### config.mk
export PLATFORM = sky130hd
export DESIGN_NAME = racetrack_shift_ctrl
export DESIGN_NICKNAME = d
export VERILOG_FILES = /design/src/rtl/riscv_defines.sv /design/src/rtl/rt_pulse_timer.sv /design/src/rtl/racetrack_shift_ctrl.sv
export SDC_FILE = /design/constraint.sdc
export NUM_CORES = 1
export LEC_CHECK = 0
export BUFFER_PORTS_ARGS = -buffer_cell sky130_fd_sc_hd__buf_2
export CAP_MARGIN = 20
export CORE_ASPECT_RATIO = 0.5
export CORE_MARGIN = 5
export CORE_UTILIZATION = 30
export DETAILED_ROUTE_END_ITERATION = 10
export SYNTH_ARGS = -nofsm -noshare
export SYNTH_HDL_FRONTEND = slang
export SYNTH_HIERARCHICAL = 1
export SYNTH_SLANG_ARGS = --single-unit
### constraint.sdc
create_clock -name clk_i -period 3.54 [get_ports clk_i]
set_input_delay 0.177 -clock clk_i [delete_from_list [all_inputs] [get_ports clk_i]]
set_output_delay 0.177 -clock clk_i [all_outputs]
set_load 0.02 [all_outputs]
### src/rtl/riscv_defines.sv
// Shared definitions for the racetrack shift controller: state encoding and
// default sizing constants.
package riscv_defines;

  localparam int unsigned RT_CNT_WIDTH    = 10;
  localparam int unsigned RT_PULSE_CYCLES = 2;

  typedef enum logic [1:0] {
    RT_IDLE     = 2'd0,
    RT_PULSE_HI = 2'd1,
    RT_PULSE_LO = 2'd2,
    RT_DONE     = 2'd3
  } rt_shift_state_t;

endpackage

### src/rtl/rt_pulse_timer.sv
// Phase timer: loads PULSE_CYCLES-1 and counts down; the strobe marks the
// last cycle of the current pulse phase.
module rt_pulse_timer
  import riscv_defines::*;
#(
  parameter int unsigned PULSE_CYCLES = RT_PULSE_CYCLES
) (
  input  logic clk_i,
  input  logic rst_i,
  input  logic load_i,
  output logic phase_end_c_o
);

  localparam int unsigned TW = (PULSE_CYCLES > 1) ? $clog2(PULSE_CYCLES) : 1;

  logic [TW-1:0] cnt_q, cnt_d;

  always_comb begin
    cnt_d = cnt_q;
    if (load_i) begin
      cnt_d = TW'(PULSE_CYCLES - 1);
    end else if (cnt_q != '0) begin
      cnt_d = cnt_q - TW'(1);
    end
  end

  always_ff @(posedge clk_i or posedge rst_i) begin
    if (rst_i) begin
      cnt_q <= '0;
    end else begin
      cnt_q <= cnt_d;
    end
  end

  assign phase_end_c_o = (cnt_q == '0);

endmodule

### src/rtl/racetrack_shift_ctrl.sv
// Racetrack shift controller: turns port-set/port-reset requests into a shift
// pulse train, tracking track position and the per-access shift count.
module racetrack_shift_ctrl
  import riscv_defines::*;
#(
  parameter int unsigned CNT_WIDTH    = RT_CNT_WIDTH,
  parameter int unsigned PULSE_CYCLES = RT_PULSE_CYCLES
) (
  input  logic                 clk_i,
  input  logic                 rst_i,
  input  logic                 shift_en_s_i,
  input  logic                 shift_en_r_i,
  input  logic                 shift_dir_i,
  input  logic                 source_shift_sel_i,
  input  logic [CNT_WIDTH-1:0] n_shift_i,
  output logic                 shift_pulse_o,
  output logic                 shift_dir_o,
  output logic                 shift_done_s_o,
  output logic                 shift_done_r_o,
  output logic                 busy_o,
  output logic [CNT_WIDTH-1:0] pos_o,
  output logic                 err_o
);

  rt_shift_state_t      state_q, state_d;
  logic                 op_set_q, op_set_d;
  logic                 dir_q, dir_d;
  logic                 abort_q, abort_d;
  logic                 err_q, err_d;
  logic [CNT_WIDTH-1:0] count_q, count_d;
  logic [CNT_WIDTH-1:0] n_saved_q, n_saved_d;
  logic [CNT_WIDTH-1:0] pos_q, pos_d;
  logic [CNT_WIDTH-1:0] load_cnt;
  logic                 en_match;
  logic                 timer_load;
  logic                 phase_end;

  rt_pulse_timer #(
    .PULSE_CYCLES(PULSE_CYCLES)
  ) u_timer (
    .clk_i        (clk_i),
    .rst_i        (rst_i),
    .load_i       (timer_load),
    .phase_end_c_o(phase_end)
  );

  // Next-state and datapath updates
  always_comb begin
    state_d    = state_q;
    op_set_d   = op_set_q;
    dir_d      = dir_q;
    abort_d    = abort_q;
    err_d      = err_q;
    count_d    = count_q;
    n_saved_d  = n_saved_q;
    pos_d      = pos_q;
    timer_load = 1'b0;
    load_cnt   = source_shift_sel_i ? n_saved_q : n_shift_i;
    en_match   = op_set_q ? shift_en_s_i : shift_en_r_i;

    unique case (state_q)
      RT_IDLE: begin
        if (shift_en_s_i || shift_en_r_i) begin
          // Set wins a conflict; the conflict itself is a protocol error
          op_set_d = shift_en_s_i;
          dir_d    = shift_dir_i;
          count_d  = load_cnt;
          abort_d  = 1'b0;
          if (shift_en_s_i) begin
            n_saved_d = n_shift_i;
          end
          if (shift_en_s_i && shift_en_r_i) begin
            err_d = 1'b1;
          end
          if (load_cnt == '0) begin
            state_d = RT_DONE;
          end else begin
            state_d    = RT_PULSE_HI;
            timer_load = 1'b1;
          end
        end
      end

      RT_PULSE_HI: begin
        if (!en_match) begin
          abort_d = 1'b1;
        end
        if (phase_end) begin
          state_d    = RT_PULSE_LO;
          timer_load = 1'b1;
        end
      end

      RT_PULSE_LO: begin
        if (!en_match) begin
          abort_d = 1'b1;
        end
        if (phase_end) begin
          count_d = count_q - CNT_WIDTH'(1);
          pos_d   = dir_q ? (pos_q + CNT_WIDTH'(1)) : (pos_q - CNT_WIDTH'(1));
          // An abort finishes the current pulse pair, then leaves without done
          if (abort_q || !en_match) begin
            state_d = RT_IDLE;
            err_d   = 1'b1;
          end else if (count_q == CNT_WIDTH'(1)) begin
            state_d = RT_DONE;
          end else begin
            state_d    = RT_PULSE_HI;
            timer_load = 1'b1;
          end
        end
      end

      RT_DONE: begin
        if (!en_match) begin
          state_d = RT_IDLE;
        end
      end

      default: state_d = RT_IDLE;
    endcase
  end

  always_ff @(posedge clk_i or posedge rst_i) begin
    if (rst_i) begin
      state_q   <= RT_IDLE;
      op_set_q  <= 1'b0;
      dir_q     <= 1'b0;
      abort_q   <= 1'b0;
      err_q     <= 1'b0;
      count_q   <= '0;
      n_saved_q <= '0;
      pos_q     <= '0;
    end else begin
      state_q   <= state_d;
      op_set_q  <= op_set_d;
      dir_q     <= dir_d;
      abort_q   <= abort_d;
      err_q     <= err_d;
      count_q   <= count_d;
      n_saved_q <= n_saved_d;
      pos_q     <= pos_d;
    end
  end

  // Status decoded straight from state so reset clears them immediately
  assign shift_pulse_o  = (state_q == RT_PULSE_HI);
  assign busy_o         = (state_q != RT_IDLE);
  assign shift_done_s_o = (state_q == RT_DONE) && op_set_q;
  assign shift_done_r_o = (state_q == RT_DONE) && !op_set_q;
  assign shift_dir_o    = dir_q;
  assign pos_o          = pos_q;
  assign err_o          = err_q;

endmodule

Word level (Yosys, flattened, before mapping)
Index checks and enable logic that the tools add are counted.

Reduce and logical (&&, ||, !) cells: 20. Bitwise gates (word level): 1. Mux-type cells: 31. $add $sub $neg: 4. Equality and inequality tests: 11.

Operator list (count): two-way mux 10 bit (4); one-hot mux 10 bit (2 select lines) (1); subtractor 10 x 1 -> 10 bit, second input constant (2); two-way mux 1 bit (15); two-way mux 2 bit (7); != test 2 bit, second input constant (7); adder 10 x 1 -> 10 bit, second input constant (1); == test 10 x 1 -> 1 bit, second input constant (1); logical NOT 10 bit (1); AND reduction 3 bit (3); one-hot mux 2 bit (4 select lines) (1); nonzero test 2 bit (3); AND reduction 5 bit (1); == test 2 bit, second input constant (2); one-hot mux 1 bit (2 select lines) (2); AND reduction 2 bit (2); AND reduction 4 bit (1); logical AND 1 bit (3); one-hot mux 1 bit (3 select lines) (1); == test 2 x 1 -> 1 bit, second input constant (1); logical NOT 1 bit (2); logical NOT 2 bit (1); logical OR 1 bit (2); OR reduction 2 bit (1); 2 further kinds (2).

Output and inout port bits: 16. Register bits after elaboration: 37. Logic and storage cells: 76. Input port bits: 16.

Depth between registers and ports, before layout
Word-level depth: 7. Gate-level depth with buffers: 9. Mapped depth without buffers: 8.

Modules after synthesis
Netlist, hierarchy kept.

By module, submodules not included: racetrack_shift_ctrl (area an instance 2336.0 um2, cells each 254, instances 1, sequential area each 900.9 um2); rt_pulse_timer (area an instance 32.5 um2, cells each 3, instances 1, sequential area each 25.0 um2).

Worst setup path after synthesis
Ideal clock, no wire load.

Kind: register -> register. Start: register dir_q, in the netlist shift_dir_o. End: register pos_q[6], in the netlist pos_o[6]. Clock period less this slack: 2.044 ns. Data required time: 3.445 ns. Setup time: 0.095 ns. Cell stages (with the launch flop): 9. Path slack: 1.496 ns. Buffers on the path: 0. Arrival: 1.948 ns. Path through: dfrtp_1 > inv_1 > ha_1 > nor2b_1 > o21ai_2 > a21oi_2 > o21a_1 > o21a_1 > o31ai_1.

Word-level cells in the longest chain between the ends: 1.

RTL lines: start, declared (RTL line racetrack_shift_ctrl.sv:27) `logic dir_q, dir_d;`; start signal, assigned (RTL line racetrack_shift_ctrl.sv:137) `dir_q <= dir_d;`; two-way mux 10 bit (RTL line racetrack_shift_ctrl.sv:100) `pos_d = dir_q ? (pos_q + CNT_WIDTH'(1)) : (pos_q - CNT_WIDTH'(1));`; end signal, assigned (RTL line racetrack_shift_ctrl.sv:142) `pos_q <= pos_d;`; end, declared (RTL line racetrack_shift_ctrl.sv:32) `logic [CNT_WIDTH-1:0] pos_q, pos_d;`.

Every way passes these cells. A chain may end at the register's enable or synchronous reset.

Worst setup path in the final report
Start: register state_q[0]. End: register count_q[8].

Word-level cells in the longest chain between the ends: 3. Elaborated cells between the ends (all ways): 7. Classes of those cells: eq/ne: 3; mux: 1; reduce/logical: 3.

RTL lines: start, declared (RTL line racetrack_shift_ctrl.sv:25) `rt_shift_state_t state_q, state_d;`; start signal, assigned (RTL line racetrack_shift_ctrl.sv:135) `state_q <= state_d;`; == test 2 bit / logical NOT 2 bit (equally long branches) (RTL line racetrack_shift_ctrl.sv:61) `unique case (state_q)`; != test 2 bit (no line) / nonzero test 2 bit (equally long branches); AND reduction 3 bit (no line); end signal, assigned (RTL line racetrack_shift_ctrl.sv:140) `count_q <= count_d;`; end, declared (RTL line racetrack_shift_ctrl.sv:30) `logic [CNT_WIDTH-1:0] count_q, count_d;`.

Several ways; a longest one is shown, not always the timed one.

==> results_tabular.tex <==
\begin{tabular}{lr}
\hline
Metric & Value \\
\hline
\multicolumn{2}{l}{\textbf{Synth}} \\
Netlist Area Pre-Place & 0.00237 mm\^{}2 \\
Main area contributors after synthesis & dfrtp\_1 (39\%), ha\_1 (7.9\%), mux2\_1 (7.6\%), a21oi\_1 (4.9\%), nand2\_1 (3.8\%) \\
Average size of a mapped cell & 9.22 um\^{}2 \\
Synthesized netlist net count & 289 \\
Synth top area share & 39.1\% \\
Number of enable flip-flop cells after synthesis & 0 \\
Largest area contributor in the synthesized netlist & dfrtp\_1 \\
Sequential area share after synthesis & 39.1\% \\
Synth Flop Type & dfrtp\_1 \\
Count of unique library cells instantiated by Yosys & 45 \\
Async set or reset register ratio after synthesis & 100\% \\
Leading cell type by number of instances after synthesis & dfrtp\_1 \\
List of most frequent post-synthesis cells & dfrtp\_1 (37), nand2\_1 (24), a21oi\_1 (23) \\
Post-synthesis instance total & 257 \\
Total of warnings raised by yosys & 6 \\
Register bit total from synthesis & 37 \\
\multicolumn{2}{l}{\textbf{Cells and area}} \\
Final antenna diode count & 0 \\
Area added between synthesis and finish & 18.9\% \\
Layout fillers & 759 \\
Share of cells above drive strength 1 & 18.6\% \\
FF+latch area & 926 um\^{}2 \\
Layout Cell Area excl Fill & 0.00282 mm\^{}2 \\
Nets & 322 \\
Area of combinational cells with multiple inputs & 0.00132 mm\^{}2 \\
\multicolumn{2}{l}{\textbf{Worst setup path}} \\
Most Frequent Cell on Critical Path & buf\_4 \\
R2r startpoint & state\_q[0]\$\_DFFE\_PP0P\_ \\
R2R Setup Slk & 1060 ps \\
First element of the critical path & state\_q[0]\$\_DFFE\_PP0P\_ \\
CP max FO & 25 \\
Crit start category & flip-flop \\
Crit-path max cell delay & 690 ps \\
Worst path cell trace & inv\_1 -> ha\_1 -> nand2\_1 -> buf\_4 -> o21a\_1 -> a21oi\_1 -> buf\_4 -> a21boi\_1 -> a2bb2oi\_1 \\
Arrival time at the worst endpoint & 2690 ps \\
Worst-path cell with the longest stage delay & ha\_1 \\
Critical path capture point type & flip-flop \\
Required time worst endpoint & 3740 ps \\
CP Class & flip-flop to flip-flop \\
\multicolumn{2}{l}{\textbf{Floorplanning}} \\
Area of the die & 0.00988 mm\^{}2 \\
I/O pin total & 32 \\
Core region area & 0.00751 mm\^{}2 \\
Starting density of the core & 31.5\% \\
Die Ht & 72.8 um \\
Row Count & 22 \\
Width of the die & 136 um \\
\multicolumn{2}{l}{\textbf{Drt}} \\
DRT iter0 DRCs & 169 \\
Detailed-route vias per instance & 4.94 \\
Pre-Repair DR Iteration Count & 4 \\
Post-detailed-route count of antenna-violating nets & 0 \\
Wire length after detailed routing & 5280 um \\
WL per Instance & 13.2 um \\
Vias post-DR & 1972 \\
Number of design rule violations left after detail routing & 0 \\
\multicolumn{2}{l}{\textbf{Timing}} \\
Setup slack of the critical path after layout & 1060 ps \\
Setup violations, final & 0 \\
Setup clock skew after layout & 8.23 ps \\
Min Clock Period, post-route & 2480 ps \\
Final hold slack & 129 ps \\
Count of endpoints failing hold in the final timing report & 0 \\
Unrepaired setup endpoints after global routing & no \\
Setup tns final & 0 ps \\
Final worst-path cycle share & 70.2\% \\
Pin slew with the least headroom to its limit & 801 ps \\
Fmax & 402 MHz \\
Total count of max-transition violations in the final report & 0 \\
Worst-case headroom to the max-slew limit & 46.6\% \\
\multicolumn{2}{l}{\textbf{Clock network}} \\
Number of buffers between clock root and the deepest sink & 2 \\
H-tree lvl count & 2 \\
Clock Pin Slew Worst Setup and Hold Paths & 60 ps \\
Cts repair resizes & 0 \\
Clock latency of the later-clocked register in the worst-skew pair & 280 ps \\
CTS sink count & 37 \\
Clock buffers created by TritonCTS & 5 \\
TritonCTS clock tree & yes \\
Clk root buf & clkbuf\_16 \\
\multicolumn{2}{l}{\textbf{Placed design}} \\
Instance area at placement & 0.00264 mm\^{}2 \\
RePlAce Congestion & 0.834 \\
Detailed placement HPWL & 3930 um \\
Buffers on Ports & 31 \\
Setup slack after placement & 1050 ps \\
\multicolumn{2}{l}{\textbf{GRT}} \\
Overflow left after global routing & 0 \\
First-pass GRT wire length & 8990 um \\
Vias in the first global route & 1923 \\
Number of antenna violations at the first check in global routing & 0 \\
Aggregate global-route resource usage & 11.2\% \\
Largest net degree at the start of global routing & 37 \\
\multicolumn{2}{l}{\textbf{Pwr}} \\
Power, Total & 2.90 mW \\
Standby leakage power & 1.22 nW \\
Power per standard cell area & 1030 mW/mm\^{}2 \\
Maximum vdd ir drop & 0.289 mV \\
\multicolumn{2}{l}{\textbf{Min path}} \\
Min-delay worst type & input pin to flip-flop \\
Startpoint of the tightest hold check path & shift\_dir\_i \\
\multicolumn{2}{l}{\textbf{Job}} \\
Number of max-capacitance violations reported & 0 \\
\multicolumn{2}{l}{\textbf{Outcome}} \\
Result of the run & finished clean \\
\hline
\end{tabular}
[stage by stage]
step / utilization, % / cells
4_1_cts: 37.5 / 399
3_3_place_gp: 35.1 / 390
2_1_floorplan: - / 257
3_5_place_dp: 35.1 / 390
5_1_grt: 37.5 / 399
6_report: 37.5 / 399
[final timing paths]
path,end,depth (start not counted)
setup / recovery,count_q[8]$_DFFE_PP0P_,9
hold / removal,shift_dir_o$_DFFE_PP0P_,2
setup reg to reg,count_q[8]$_DFFE_PP0P_,9
hold reg to reg,err_o$_DFFE_PP0P_,1
max in group asynchronous,pos_o[7]$_DFFE_PP0P_,4
min in group asynchronous,u_timer/cnt_q$_DFF_PP0_,3
[critical path, delay by kind of cell, from the launching register on]
family,cells,cell delay (ps)
adders and majority gates,1,690
AOI/OAI and AO/OA,4,600
DFF,1,410
buffers and inverters,3,600
and+or+nand+nor,1,100
[placed cells by master (no fill, tap or decap), types with 2 or more instances in the layout]
| cell type | synthesis | routed |
|---|---|---|
| a211oi_1 | 4 | 4 |
| a21o_1 | 2 | 2 |
| a21oi_1 | 23 | 23 |
| and2_1 | 2 | 2 |
| and3_1 | 2 | 2 |
| buf_2 | 7 | 31 |
| buf_4 | 0 | 3 |
| clkbuf_16 | 0 | 5 |
| dfrtp_1 | 37 | 37 |
| ha_1 | 15 | 15 |
| inv_1 | 16 | 16 |
| mux2_1 | 16 | 16 |
| mux2_2 | 5 | 5 |
| nand2_1 | 24 | 24 |
| nand2b_1 | 3 | 3 |
| nand3_1 | 7 | 7 |
| nand4_1 | 2 | 2 |
| nor2_1 | 15 | 15 |
| nor2b_1 | 5 | 5 |
| nor3_1 | 4 | 4 |
| nor4_1 | 4 | 4 |
| o211ai_1 | 2 | 2 |
| o21a_1 | 3 | 3 |
| o21ai_0 | 9 | 9 |
| o21ai_1 | 14 | 14 |
| o21ai_2 | 3 | 3 |
| o22ai_1 | 7 | 7 |
| o31ai_1 | 2 | 2 |
| or3_1 | 2 | 2 |
| xnor2_1 | 2 | 2 |
| xor2_1 | 4 | 4 |
[per-layer routing]
layer  wire (um)  track usage, %  share of wire, %
met2        2410            18.6                46
met1        2570            14.3                49
met4          32            3.35              0.61
met5           0               0                 0
met3         257            3.17               4.9
[area by class of cell]
| class | instances | area share [%] |
|---|---|---|
| clock buffers | 6 | 4.58 |
| flip-flops and latches | 37 | 32.9 |
| clock inverters | 2 | 1.38 |
| repair buffers | 35 | 6.66 |
| multi-input cells | 194 | 47.0 |
| inverters | 17 | 2.71 |
| well taps | 108 | 4.80 |
[sequential cells by signal, summed over array words and instances, names as in the netlist]
register and flops:
abort_q 1, count_q 10, err_o 1, n_saved_q 10, op_set_q 1, pos_o 10
shift_dir_o 1, state_q 2, u_timer/cnt_q 1
[where the power goes]
group          switching [mW]  internal (mW)
Clock                   0.181          0.334
Combinational           0.896          0.657
Sequential              0.196          0.637
Total                    1.27           1.63
[repair_timing]
action	CTS	global route
endpoints found under the hold margin	1	0
hold buffers	1	0
buffers inserted	0	0
setup endpoints to repair	0	0
[kinds of logic (layout without fill, tap and decap cells)]
group	after synthesis	count (layout)	share of synthesized area, %
compound gates	77	77	19.7
xor+xnor	6	6	2.22
fa+ha+maj	16	16	8.77
buf+inv	26	60	5.02
flops	37	37	39.1
mux	21	21	9.98
simple gates	74	74	15.3
Note: power is estimated with default switching activity, not from simulation.
